--- config.mk ---
export PLATFORM = sky130hd
export DESIGN_NAME = log_to_linear_pipe
export DESIGN_NICKNAME = d
export VERILOG_FILES = /design/src/rtl/log_pkg.sv /design/src/rtl/pow2_lut_5x5.sv /design/src/rtl/log_to_linear_pipe.sv
export SDC_FILE = /design/constraint.sdc
export NUM_CORES = 1
export LEC_CHECK = 0
export ABC_CLOCK_PERIOD_IN_PS = 1950
export CORE_UTILIZATION = 47
export CTS_CLUSTER_DIAMETER = 150
export DETAILED_ROUTE_END_ITERATION = 7
export GPL_ROUTABILITY_DRIVEN = 0
export PLACE_DENSITY = 0.75
export SETUP_SLACK_MARGIN = 0.4
export SLEW_MARGIN = 20
export SYNTH_ARGS = -nofsm -noshare
export SYNTH_HDL_FRONTEND = slang
export SYNTH_SLANG_ARGS = --single-unit
--- constraint.sdc ---
create_clock -name clock -period 1.95 [get_ports clock]
set_input_delay 0.195 -clock clock [delete_from_list [all_inputs] [get_ports clock]]
set_output_delay 0.195 -clock clock [all_outputs]
set_load 0.005 [all_outputs]
--- src/rtl/log_pkg.sv ---
// Shared types for the log-domain to linear-domain conversion path.
// Widths here match the default parameters of log_to_linear_pipe.
package log_pkg;

    localparam int LOG_FRAC_BITS = 5;
    localparam int PKG_LOG_INT   = 6;
    localparam int PKG_EXP_WIDTH = 5;

    typedef struct packed {
        logic                                 sign;
        logic                                 zero;
        logic [PKG_LOG_INT+LOG_FRAC_BITS-1:0] log;
    } log_val_t;

    typedef struct packed {
        logic                     sign;
        logic                     zero;
        logic [PKG_EXP_WIDTH-1:0] exp;
        logic [LOG_FRAC_BITS-1:0] mant;
        logic                     ovf;
        logic                     unf;
    } lin_val_t;

endpackage

--- src/rtl/pow2_lut_5x5.sv ---
// Fractional power-of-two ROM: out = round(32*(2^(in/32)-1)).
// Top entry stays at 31, so the mantissa never carries into the exponent.
module pow2_lut_5x5 (
    input  logic [4:0] in,
    output logic [4:0] out
);

    always_comb begin
        out = '0;
        unique case (in)
            5'd0:  out = 5'd0;
            5'd1:  out = 5'd1;
            5'd2:  out = 5'd1;
            5'd3:  out = 5'd2;
            5'd4:  out = 5'd3;
            5'd5:  out = 5'd4;
            5'd6:  out = 5'd4;
            5'd7:  out = 5'd5;
            5'd8:  out = 5'd6;
            5'd9:  out = 5'd7;
            5'd10: out = 5'd8;
            5'd11: out = 5'd9;
            5'd12: out = 5'd9;
            5'd13: out = 5'd10;
            5'd14: out = 5'd11;
            5'd15: out = 5'd12;
            5'd16: out = 5'd13;
            5'd17: out = 5'd14;
            5'd18: out = 5'd15;
            5'd19: out = 5'd16;
            5'd20: out = 5'd17;
            5'd21: out = 5'd18;
            5'd22: out = 5'd20;
            5'd23: out = 5'd21;
            5'd24: out = 5'd22;
            5'd25: out = 5'd23;
            5'd26: out = 5'd24;
            5'd27: out = 5'd25;
            5'd28: out = 5'd27;
            5'd29: out = 5'd28;
            5'd30: out = 5'd29;
            5'd31: out = 5'd31;
        endcase
    end

endmodule

--- src/rtl/log_to_linear_pipe.sv ---
// Two-stage valid/ready converter from signed log2 fixed point to
// biased-exponent linear float, with saturating ovf/unf event counters.
module log_to_linear_pipe
    import log_pkg::*;
#(
    parameter int LOG_INT   = PKG_LOG_INT,
    parameter int EXP_WIDTH = PKG_EXP_WIDTH,
    parameter int BIAS      = 15,
    parameter int CNT_WIDTH = 16
) (
    input  logic                             clock,
    input  logic                             reset,
    input  logic                             in_valid,
    output logic                             in_ready,
    input  logic                             in_sign,
    input  logic                             in_zero,
    input  logic [LOG_INT+LOG_FRAC_BITS-1:0] in_log,
    output logic                             out_valid,
    input  logic                             out_ready,
    output logic                             out_sign,
    output logic                             out_zero,
    output logic [EXP_WIDTH-1:0]             out_exp,
    output logic [LOG_FRAC_BITS-1:0]         out_mant,
    output logic                             out_ovf,
    output logic                             out_unf,
    input  logic                             clear_counts,
    output logic [CNT_WIDTH-1:0]             ovf_count,
    output logic [CNT_WIDTH-1:0]             unf_count
);

    localparam int LW = LOG_INT + LOG_FRAC_BITS;
    localparam int EW = LOG_INT + 2;
    localparam logic signed [EW-1:0] EMAX =
        EW'((1 << EXP_WIDTH) - 1);
    localparam logic signed [EW-1:0] EMIN = EW'(1);

    log_val_t                 in_beat;
    logic                     adv1;
    logic                     adv2;
    logic                     xfer;
    logic                     s1_valid;
    logic                     s1_sign;
    logic                     s1_zero;
    logic signed [EW-1:0]     s1_e;
    logic [LOG_FRAC_BITS-1:0] s1_mant;
    logic [LOG_FRAC_BITS-1:0] lut_mant;
    logic signed [EW-1:0]     e_in;
    logic                     s2_valid;
    lin_val_t                 s2_d;
    lin_val_t                 s2_q;

    assign in_beat  = '{sign: in_sign, zero: in_zero, log: in_log};

    assign adv2     = !s2_valid || out_ready;
    assign adv1     = !s1_valid || adv2;
    assign in_ready = adv1;
    assign xfer     = s2_valid && out_ready;

    assign e_in = EW'($signed(in_beat.log[LW-1:LOG_FRAC_BITS]))
                + EW'(BIAS);

    pow2_lut_5x5 u_lut (
        .in  (in_beat.log[LOG_FRAC_BITS-1:0]),
        .out (lut_mant)
    );

    always_ff @(posedge clock or posedge reset) begin
        if (reset) begin
            s1_valid <= 1'b0;
            s1_sign  <= 1'b0;
            s1_zero  <= 1'b0;
            s1_e     <= '0;
            s1_mant  <= '0;
        end else if (adv1) begin
            s1_valid <= in_valid;
            if (in_valid) begin
                s1_sign <= in_beat.sign;
                s1_zero <= in_beat.zero;
                s1_e    <= e_in;
                s1_mant <= lut_mant;
            end
        end
    end

    // Zero input takes priority over any range decision on e.
    always_comb begin
        s2_d      = '0;
        s2_d.sign = s1_sign;
        unique case (1'b1)
            s1_zero: begin
                s2_d.zero = 1'b1;
            end
            (!s1_zero && (s1_e > EMAX)): begin
                s2_d.exp  = '1;
                s2_d.mant = '1;
                s2_d.ovf  = 1'b1;
            end
            (!s1_zero && (s1_e < EMIN)): begin
                s2_d.zero = 1'b1;
                s2_d.unf  = 1'b1;
            end
            default: begin
                s2_d.exp  = s1_e[EXP_WIDTH-1:0];
                s2_d.mant = s1_mant;
            end
        endcase
    end

    always_ff @(posedge clock or posedge reset) begin
        if (reset) begin
            s2_valid <= 1'b0;
            s2_q     <= '0;
        end else if (adv2) begin
            s2_valid <= s1_valid;
            if (s1_valid) begin
                s2_q <= s2_d;
            end
        end
    end

    assign out_valid = s2_valid;
    assign out_sign  = s2_q.sign;
    assign out_zero  = s2_q.zero;
    assign out_exp   = s2_q.exp;
    assign out_mant  = s2_q.mant;
    assign out_ovf   = s2_q.ovf;
    assign out_unf   = s2_q.unf;

    always_ff @(posedge clock or posedge reset) begin
        if (reset) begin
            ovf_count <= '0;
            unf_count <= '0;
        end else if (clear_counts) begin
            ovf_count <= '0;
            unf_count <= '0;
        end else begin
            if (xfer && s2_q.ovf && (ovf_count != '1)) begin
                ovf_count <= ovf_count + CNT_WIDTH'(1);
            end
            if (xfer && s2_q.unf && (unf_count != '1)) begin
                unf_count <= unf_count + CNT_WIDTH'(1);
            end
        end
    end

endmodule

; Word level (Yosys, flattened, before mapping)
; Memories as Yosys holds them, arrays and structs flattened. A register that Yosys moved wholly into a read port is not among the register bits.
; Index checks and enable logic that the tools add are counted.
[word_totals]
ff_bits = 58
romBits = 160
output_inout_bits = 48
word_cells = 46
memories = 1
[classes]
addsub = 3
order_cmp = 2
eq_ne = 2
muxes = 8
n_reduce_logical = 17
[mem_list]
columns = name, depth, word_bits, rd, rd_ports_with_merged_regs, write_ports, line_no
row1 = (no name shown), 32, 5, 1, 1, 0, pow2_lut_5x5.sv:10  ; unique case (in)
[op_table]
columns = cell, n
row1 = two-way mux 16 bit, 4
row2 = "adder 16 x 1 -> 16 bit, second input constant", 2
row3 = "!= test 16 bit, second input constant", 2
row4 = case mux 10 bit (2 select lines), 1
row5 = "> comparator 8 x 6 -> 1 bit, second input constant", 1
row6 = "< comparator 8 x 2 -> 1 bit, second input constant", 1
row7 = "adder 6 x 5 -> 7 bit, second input constant", 1
row8 = logical AND 1 bit, 7
row9 = AND reduction 2 bit, 2
row10 = nonzero test 2 bit, 2
row11 = logical NOT 1 bit, 3
row12 = two-way mux 1 bit, 3
row13 = logical OR 1 bit, 2
row14 = OR reduction 2 bit, 1

; Longest topological paths before layout
; Gate-level depths: netlist of the first run.
[logic_depth]
depth_word = 5
mapped_depth = 6
depth_no_buf = 6

; By module
; A second synthesis of the first run with hierarchy kept.
[hier_totals]
cells_unflattened = 341
area_unflattened_um2 = 3383.2
[modules_own_cells]
columns = module, instances, cells_per_inst, area_each_um2, seq_area_each_um2
row1 = log_to_linear_pipe, 1, 302, 3093.0, 1551.5
row2 = pow2_lut_5x5, 1, 39, 290.3, 0.0

; Worst setup path before layout of the first run
; OpenSTA, ideal clock, no wires.
[synth_timing]
kind = register to register
from = reg unf_count[0]
to = reg unf_count[14]
setup_ps = 78
arrival_time_ps = 1821
t_required_ps = 1872
slack_ps = 51
stages_incl_launch_ff = 6
path_buffers = 0
synth_period_minus_slack_ps = 1899
cell_sequence = dfrtp_1 -> ha_1 -> nand4_2 -> or3b_2 -> or4_1 -> a21oi_1
[synth_via]
elab_chain_cells = 3
word_cells_on_any_way = 6
cone_classes = add/sub: 1 / eq/ne: 1 / mux: 2 / reduce/logical: 2
[synth_lines]
columns = element, line_no
row1 = from (decl), log_to_linear_pipe.sv:28  ; output logic [CNT_WIDTH-1:0] unf_count
row2 = from (signal assigned), log_to_linear_pipe.sv:141  ; unf_count <= unf_count + CNT_WIDTH'(1);
row3 = adder 16 x 1 -> 16 bit or != test 16 bit (tied branches), "log_to_linear_pipe.sv:141, log_to_linear_pipe.sv:140"
row4 = two-way mux 16 bit or logical AND 1 bit (tied branches), log_to_linear_pipe.sv:140  ; if (xfer && s2_q.unf && (unf_count != '1)) begin
row5 = two-way mux 16 bit or nonzero test 2 bit (tied branches), -
; Parallel ways exist; a longest one is shown, timed or not. The select of a mux whose other input is x is not followed.
; A chain may end at the register's enable or synchronous reset.

; Worst setup path in the final report of the first run
; Same ends and word-level chain as after synthesis.

==> results of run 1 <==
[power by group through the flow]
stage	logic (mW)	clock network (mW)	registers (mW)
global placement	0.519	0	1.53
finish	0.619	1.10	1.51
CTS	0.596	1.11	1.51
detailed placement	0.543	0	1.53
floorplan	0.252	0	1.51
global route	0.671	1.17	1.52
[layer usage]
metal | global-route usage | part of all wire
met5 | 0 | 0
met4 | 0.114 | 0.025
met3 | 0.0577 | 0.050
met2 | 0.431 | 0.52
met1 | 0.315 | 0.41
[worst max-delay path: cells and delay by family (launching register included)]
family / cells / cell delay, ns
compound gates: 1 / 0.13
fa+ha+maj: 1 / 0.17
flops: 1 / 0.40
simple gates: 3 / 0.95
[stage by stage]
step | TNS (ns) | power (mW) | setup WS, ns | cells
floorplan | 0 | 1.76 | 0.228 | 341
global placement | -0.0217 | 2.05 | -0.0216 | 507
detailed placement | -0.314 | 2.07 | -0.0874 | 507
CTS | 0 | 3.21 | 0.241 | 556
global route | 0 | 3.36 | 0.136 | 572
finish | 0 | 3.23 | 0.228 | 572
[Yosys cell counts, drive strengths merged (6+ instances only)]
master / count
o31ai: 11
mux2: 8
nor2: 15
or4: 11
and4: 6
dfrtp: 62
inv: 10
nand3: 12
nand4: 13
clkbuf: 14
ha: 7
or3: 12
nor3: 7
o21ai: 27
nor2b: 7
a21oi: 25
a221o: 11
nand2: 28
[layout make-up]
class                           instances  area [um^2]  area share
Clock buffer                           11          131      0.0252
Tap cell                               96          120      0.0230
Sequential cell                        62         1570       0.302
Multi-Input combinational cell        252         1970       0.378
Timing Repair Buffer                  136         1330       0.254
Clock inverter                          5         50.0     0.00960
Inverter                               10         41.3     0.00792
[cells by family (layout without fill, tap and decap cells)]
group / after synthesis / after routing / synth area share
flip-flops: 62 / 62 / 0.467
multiplexers: 12 / 12 / 0.0429
AO/OA/AOI/OAI: 98 / 98 / 0.197
XOR/XNOR: 3 / 3 / 0.00791
buffers and inverters: 28 / 162 / 0.0328
AND/OR/NAND/NOR: 131 / 132 / 0.227
adder cells (fa/ha/maj): 7 / 7 / 0.0264
[flip-flops by register name, indices dropped and copies added (netlist names)]
signal	flops
ovf_count	16
out_unf	1
out_valid	1
s1_sign	1
out_zero	1
out_mant	5
s1_mant	5
unf_count	16
s1_valid	1
out_ovf	1
s1_zero	1
out_exp	5
out_sign	1
s1_e	7
[worst paths after layout]
| check | slack [ns] | to | cells after the start |
|---|---|---|---|
| setup reg to reg | 0.23 | unf_count[14] | 5 |
| max in group asynchronous | 1.38 | ovf_count[8] | 3 |
| min in group clock | 0.42 | out_valid | 4 |
| setup / recovery | 0.23 | unf_count[14] | 5 |
| hold / removal | 0.28 | s1_valid | 3 |
| hold reg to reg | 0.50 | out_mant[4] | 1 |
[what timing repair did]
item / CTS / global route
setup buffers: 31 / 14
hold buffers: 0 / 0
setup endpoints to repair: 51 / 78
gates resized for setup: 40 / 56
cloned: 2 / 2
pin swaps: 28 / 16
==> results.md, run 1 <==
- Status: finished clean
- Critical Path RT: 2.23 ns
- Critical path origin: unf_count[0]
- Cell Pwr Density: 619 nW/um^2
- Slew headroom: 0.646
- Max_cap viols: 0
- Post-synth EDFFs: 0
- Hpwl dp: 5440 um
- Peak supply drop: 0.000587 V
- Wire per inst: 17.0 um
- Crit path kind: reg -> reg
- Root buffer cell: clkbuf_8
- Final instance area: 5210 um^2
- Yosys reg bits: 62
- DR iter-0 viols: 288
- Fillers: 428
- Syn nets: 366
- Sequential share of the synthesized area: 0.467
- Largest net degree at the start of global routing: 63
- Vias per cell: 5.93
- Yosys top cell by area: dfrtp_1
- WHS: 0.276 ns
- I/O pin count: 66
- Pre-antenna DRT Iters: 5
- Fin. max-slew vios: 0
- Ratio of cells with drive above 1 in the final layout: 0.351
- Top cells by area, synth: dfrtp_1, o21ai_0, a21oi_1, a221o_1, nand2_1
- Die area: 7410 um^2
- Area Growth Syn to Fin: 56.9%
- Post-synth top area share: 0.467
- I/O Buffers: 65
- Yosys synthesis warning count: 0
- Worst EP arrival: 2.00 ns
- Hold Crit Class: in -> async
- Antenna diode count: 0
- Max frequency: 581 MHz
- DRC violations left: 0
- Setup repair after global routing missed its margin: yes
- Worst setup SP type: flip-flop
- Initial Utilization: 0.489
- Site Rows: 30
- Antenna viol nets, final: 0
- CTS Buf Count: 9
- Crit-path cells: ha_4 > nand4_4 > or3b_4 > or4_4 > a21oi_2
- Vias in the first global route: 3,150
- Post-layout minimum cycle time: 1.72 ns
- Final Hold Viols: 0
- Initial antenna violation count: 0
- Worst setup EP type: flip-flop
- Vias: 3,394
- Reg-to-reg startpoint: unf_count[0]
- Nets@finish: 496
- Sw frac: 0.272
- Avg Inst Size Synth: 9.75 um^2
- Final worst-path cycle share: 0.883
- Count of cell types in the netlist: 51
- CTS tree: done
- Commonest non-fill, non-tap cells in the layout: buf_4, clkdlybuf4s50_1, dfrtp_1
- Clock Sinks: 62
- CTS clk-pin slew, worst paths: 0.07 ns
- Routed WL: 9700 um
- Mapped cell area: 3320 um^2
- Psw: 0.878 mW
- Top_reg_cell synth: dfrtp_1
- Die Height: 86.1 um
- Crit-path max FO: 3
- Fraction of registers with async set/reset: 1.00
- Static leakage: 2.33 nW
- Clk_skew: 0.00897 ns
- GRT Residual Overflow: 0
- CORE AREA: 6790 um^2
- Clock network fraction of total power: 0.340
- Internal power: 2.35 mW
- Utilization after layout: 0.767
- CTS H-tree depth: 3
- Placement Cell Area: 4310 um^2
- Final setup violation count: 0
- Global-route wire length before repair: 14,700 um
- Clock latency on the worst-skew pair: 0.35 ns
- CP max-delay cell: or4_4
- GRT Resource Usage Total: 0.256
- Crit-path max cell delay: 0.44 ns
- Clock Tree Buf Depth: 2
- Sequential fraction of design power: 0.468
- Commonest non-fill, non-tap cell in the layout: buf_4
- Die Width: 86.1 um
- Gate Count Post-Synth: 341
- Combinational share of power: 0.192
- Least-Margin Pin Slew: 0.530 ns
No activity file was read; power rests on OpenSTA's default activity.
==> run 2, diff against run 1 <==
--- a/config.mk
+++ b/config.mk
@@ -5,12 +5,13 @@
 export SDC_FILE = /design/constraint.sdc
 export NUM_CORES = 1
 export LEC_CHECK = 0
-export ABC_CLOCK_PERIOD_IN_PS = 1950
-export CORE_UTILIZATION = 47
+export ABC_AREA = 1
+export ABC_CLOCK_PERIOD_IN_PS = 1700
+export CORE_UTILIZATION = 53
 export CTS_CLUSTER_DIAMETER = 150
 export DETAILED_ROUTE_END_ITERATION = 7
 export GPL_ROUTABILITY_DRIVEN = 0
-export PLACE_DENSITY = 0.75
+export PLACE_DENSITY = 0.79
 export SETUP_SLACK_MARGIN = 0.4
 export SLEW_MARGIN = 20
 export SYNTH_ARGS = -nofsm -noshare
==> constraint.sdc (replaced) <==
create_clock -name clock -period 1.7 [get_ports clock]
set_input_delay 0.17 -clock clock [delete_from_list [all_inputs] [get_ports clock]]
set_output_delay 0.17 -clock clock [all_outputs]
set_load 0.005 [all_outputs]
==> run 2 against run 1 <==
The flow now finishes with violations (DRC); hold slack got worse by 0.0078 ns; via count is 18% higher; cell area grew 0.70%.
==> results.md, run 2 <==
- Critical path's most frequent cell: nor2_4
- Post-synth EDFFs: 0 (unchanged)
- Hpwl dp: 6070 um (was 5440 um)
- Crit path kind: reg -> reg (unchanged)
- Die Width: 83.8 um (was 86.1 um)
- Die Height: 83.8 um (was 86.1 um)
- Failing checks: DRC
- Post-synth top area share: 0.437 (was 0.467)
- Nets@finish: 654 (was 496)
- Yosys top cell by area: dfrtp_1 (unchanged)
- Area Growth Syn to Fin: 48.0% (was 56.9%)
- I/O Buffers: 65 (unchanged)
- CTS H-tree depth: 3 (unchanged)
- Max frequency: 629 MHz (was 581 MHz)
- TNS Setup: 0 ns (unchanged)
- Worst setup EP type: flip-flop (unchanged)
- Post-layout minimum cycle time: 1.59 ns (was 1.72 ns)
- Hold Crit Class: in -> async (unchanged)
- Final worst-path cycle share: 0.935 (was 0.883)
- Vias: 4,002 (was 3,394)
- Mapped cell area: 3550 um^2 (was 3320 um^2)
- Status: finished with violations (was finished clean)
- Bufs and invs on worst path: 2 (was 0)
- DRC violations left: 6 (was 0)
- Least-Margin Pin Slew: 0.370 ns (was 0.530 ns)
- Top cells by area, synth: dfrtp_1, nand2_1, nor2_1, nand4_1, nand3_1 (was dfrtp_1, o21ai_0, a21oi_1, a221o_1, nand2_1)
- Largest net degree at the start of global routing: 63 (unchanged)
- GRT Residual Overflow: 0 (unchanged)
- Avg Inst Size Synth: 7.30 um^2 (was 9.75 um^2)
- Global-route wire length before repair: 17,000 um (was 14,700 um)
- CTS tree: done (unchanged)
- Crit-path max cell delay: 0.37 ns (was 0.44 ns)
- Die area: 7030 um^2 (was 7410 um^2)
- Top_reg_cell synth: dfrtp_1 (unchanged)
- Commonest non-fill, non-tap cells in the layout: nand2_1, buf_4, dfrtp_1 (was buf_4, clkdlybuf4s50_1, dfrtp_1)
- Pre-antenna DRT Iters: 7 (was 5)
- Root buffer cell: clkbuf_8 (unchanged)
- R2R depth: 10 (was 5)
- Clock Sinks: 62 (unchanged)
- Largest registers: ovf_count x16, unf_count x16, s1_e x7 (unchanged)
- Initial antenna violation count: 0 (unchanged)
- Wire per inst: 14.8 um (was 17.0 um)
- Fraction of registers with async set/reset: 1.00 (unchanged)
- Sequential share of the synthesized area: 0.437 (was 0.467)
- Fin. max-slew vios: 0 (unchanged)
- Slew headroom: 0.753 (was 0.646)
- CTS Buf Count: 9 (unchanged)
- WHS: 0.268 ns (was 0.276 ns)
- Reg-to-reg startpoint: ovf_count[6] (was unf_count[0])
- Ratio of cells with drive above 1 in the final layout: 0.260 (was 0.351)
- Crit-path cells: buf_4 > nand2_1 > nor2_4 > nand2_4 > nor2_4 > nor2_4 > buf_12 > nor2_4 > nand2_1 > nand2_1 (was ha_4 > nand4_4 > or3b_4 > or4_4 > a21oi_2)
- CP max-delay cell: dfrtp_1 (was or4_4)
- Max_cap viols: 0 (unchanged)
- Crit-path max FO: 8 (was 3)
- Initial Utilization: 0.553 (was 0.489)
- I/O pin count: 66 (unchanged)
- Routed WL: 10,500 um (was 9700 um)
- Gate Count Post-Synth: 486 (was 341)
- GRT Resource Usage Total: 0.300 (was 0.256)
- Cell Pwr Density: 740 nW/um^2 (was 619 nW/um^2)
- Peak supply drop: 0.000506 V (was 0.000587 V)
- Post-synth top cells: nand2_1, dfrtp_1, nor2_1 (was dfrtp_1, nand2_1, o21ai_0)
- Setup repair after global routing missed its margin: yes (unchanged)
- CTS Hold Buffers Added: 0 (unchanged)
- CORE AREA: 6420 um^2 (was 6790 um^2)
- Worst EP arrival: 1.87 ns (was 2.00 ns)
- Most common cell in the netlist: nand2_1 (was dfrtp_1)
- Commonest non-fill, non-tap cell in the layout: nand2_1 (was buf_4)
- R2R Path End: ovf_count[0] (was unf_count[14])
- Reg-to-reg slack, setup: 0.11 ns (was 0.23 ns)
- Vias in the first global route: 3,751 (was 3,150)
- Clk_skew: 0.00889 ns (was 0.00897 ns)
- Antenna diode count: 0 (unchanged)
- Final setup violation count: 0 (unchanged)
- Site Rows: 29 (was 30)
- Clock Tree Buf Depth: 2 (unchanged)
- Vias per cell: 5.63 (was 5.93)
- CTS clk-pin slew, worst paths: 0.07 ns (about the same)
- Static leakage: 2.74 nW (was 2.33 nW)
- Count of cell types in the netlist: 28 (was 51)
- Final Hold Viols: 0 (unchanged)
- Top delay family on crit path: simple AND/OR/NAND/NOR gates (unchanged)
- Critical Path RT: 1.98 ns (was 2.23 ns)
- Yosys reg bits: 62 (unchanged)
- Worst setup SP type: flip-flop (unchanged)
- Yosys synthesis warning count: 0 (unchanged)
- Clock latency on the worst-skew pair: 0.34 ns (was 0.35 ns)
- DR iter-0 viols: 358 (was 288)
- Antenna viol nets, final: 0 (unchanged)
- Syn nets: 511 (was 366)
[run 2: cell count changes in the layout (fill, tap and decap cells not counted), moves of 20 or more]
cell / previous run / this run
nand2_1: 27 / 156
dlygate4sd2_1: 1 / 40
clkdlybuf4s50_1: 49 / 13
nor2_1: 14 / 43
inv_1: 9 / 36
nand3_1: 8 / 28
[run 2: metrics by stage]
step	util	cells	setup slack, ns	power, mW	instance area (um^2)
after floorplan	-	486	0.211	2.16	3610
after detailed placement	0.695	636	0.00835	2.61	4460
after global placement	0.695	636	0.0462	2.58	4460
final	0.817	711	0.110	3.89	5250
after CTS	0.791	703	0.230	3.77	5080
after global routing	0.817	711	0.0292	4.05	5250
[run 2: worst reg2reg max path: cells and delay by family, from the launching register on]
kind | cells | cell delay (ns)
simple gates | 8 | 0.91
flops | 1 | 0.37
buf+inv | 2 | 0.25
[run 2: where the power goes]
part	leakage, nW	internal [mW]	switching [mW]	total (mW)
logic	1.85	0.453	0.490	0.944
clock network	0.0861	0.563	0.611	1.17
registers	0.802	1.65	0.118	1.77
[run 2: cell type report]
type	count	area, um^2
Sequential cell	62	1560
Clock buffer	12	145
Tap cell	77	96.3
Multi-Input combinational cell	369	1960
Clock inverter	4	22.5
Fill cell	405	1170
Inverter	44	173
Timing Repair Buffer	143	1280
[run 2: worst max path at each step]
stage / startpoint / slack [ns] / end / cells past startpoint
after detailed placement: in_log[1] / 0.008 / s1_mant[0] / 10
after global routing: ovf_count[6] / 0.03 / ovf_count[0] / 10
after floorplan: ovf_count[1] / 0.21 / ovf_count[2] / 10
after global placement: in_log[1] / 0.05 / s1_mant[0] / 10
after CTS: ovf_count[6] / 0.23 / ovf_count[9] / 10
final: ovf_count[6] / 0.11 / ovf_count[0] / 10
[run 2: layer usage]
metal / track usage / up-vias / wire, um
li1: - / 1870 / -
met1: 0.370 / 1900 / 4160
met2: 0.522 / 198 / 5420
met4: 0.132 / 0 / 277
met5: 0 / - / 0
met3: 0.0415 / 34 / 681
[run 2: repair_timing]
action | 4_1_cts | 5_1_grt
gates resized for setup | 84 | 55
endpoints found under the setup margin | 88 | 53
pin swaps | 27 | 19
buffers inserted | 50 | 8
cloned | 1 | 0
[run 2: cells by family (layout without fill, tap and decap cells)]
| kind of cell | Yosys count | in the layout | synth area share |
|---|---|---|---|
| AND/OR/NAND/NOR | 299 | 300 | 0.367 |
| flip-flops | 62 | 62 | 0.437 |
| buffers and inverters | 56 | 203 | 0.0656 |
| AO/OA/AOI/OAI | 53 | 53 | 0.0832 |
| XOR/XNOR | 9 | 9 | 0.0222 |
| adder cells (fa/ha/maj) | 7 | 7 | 0.0247 |
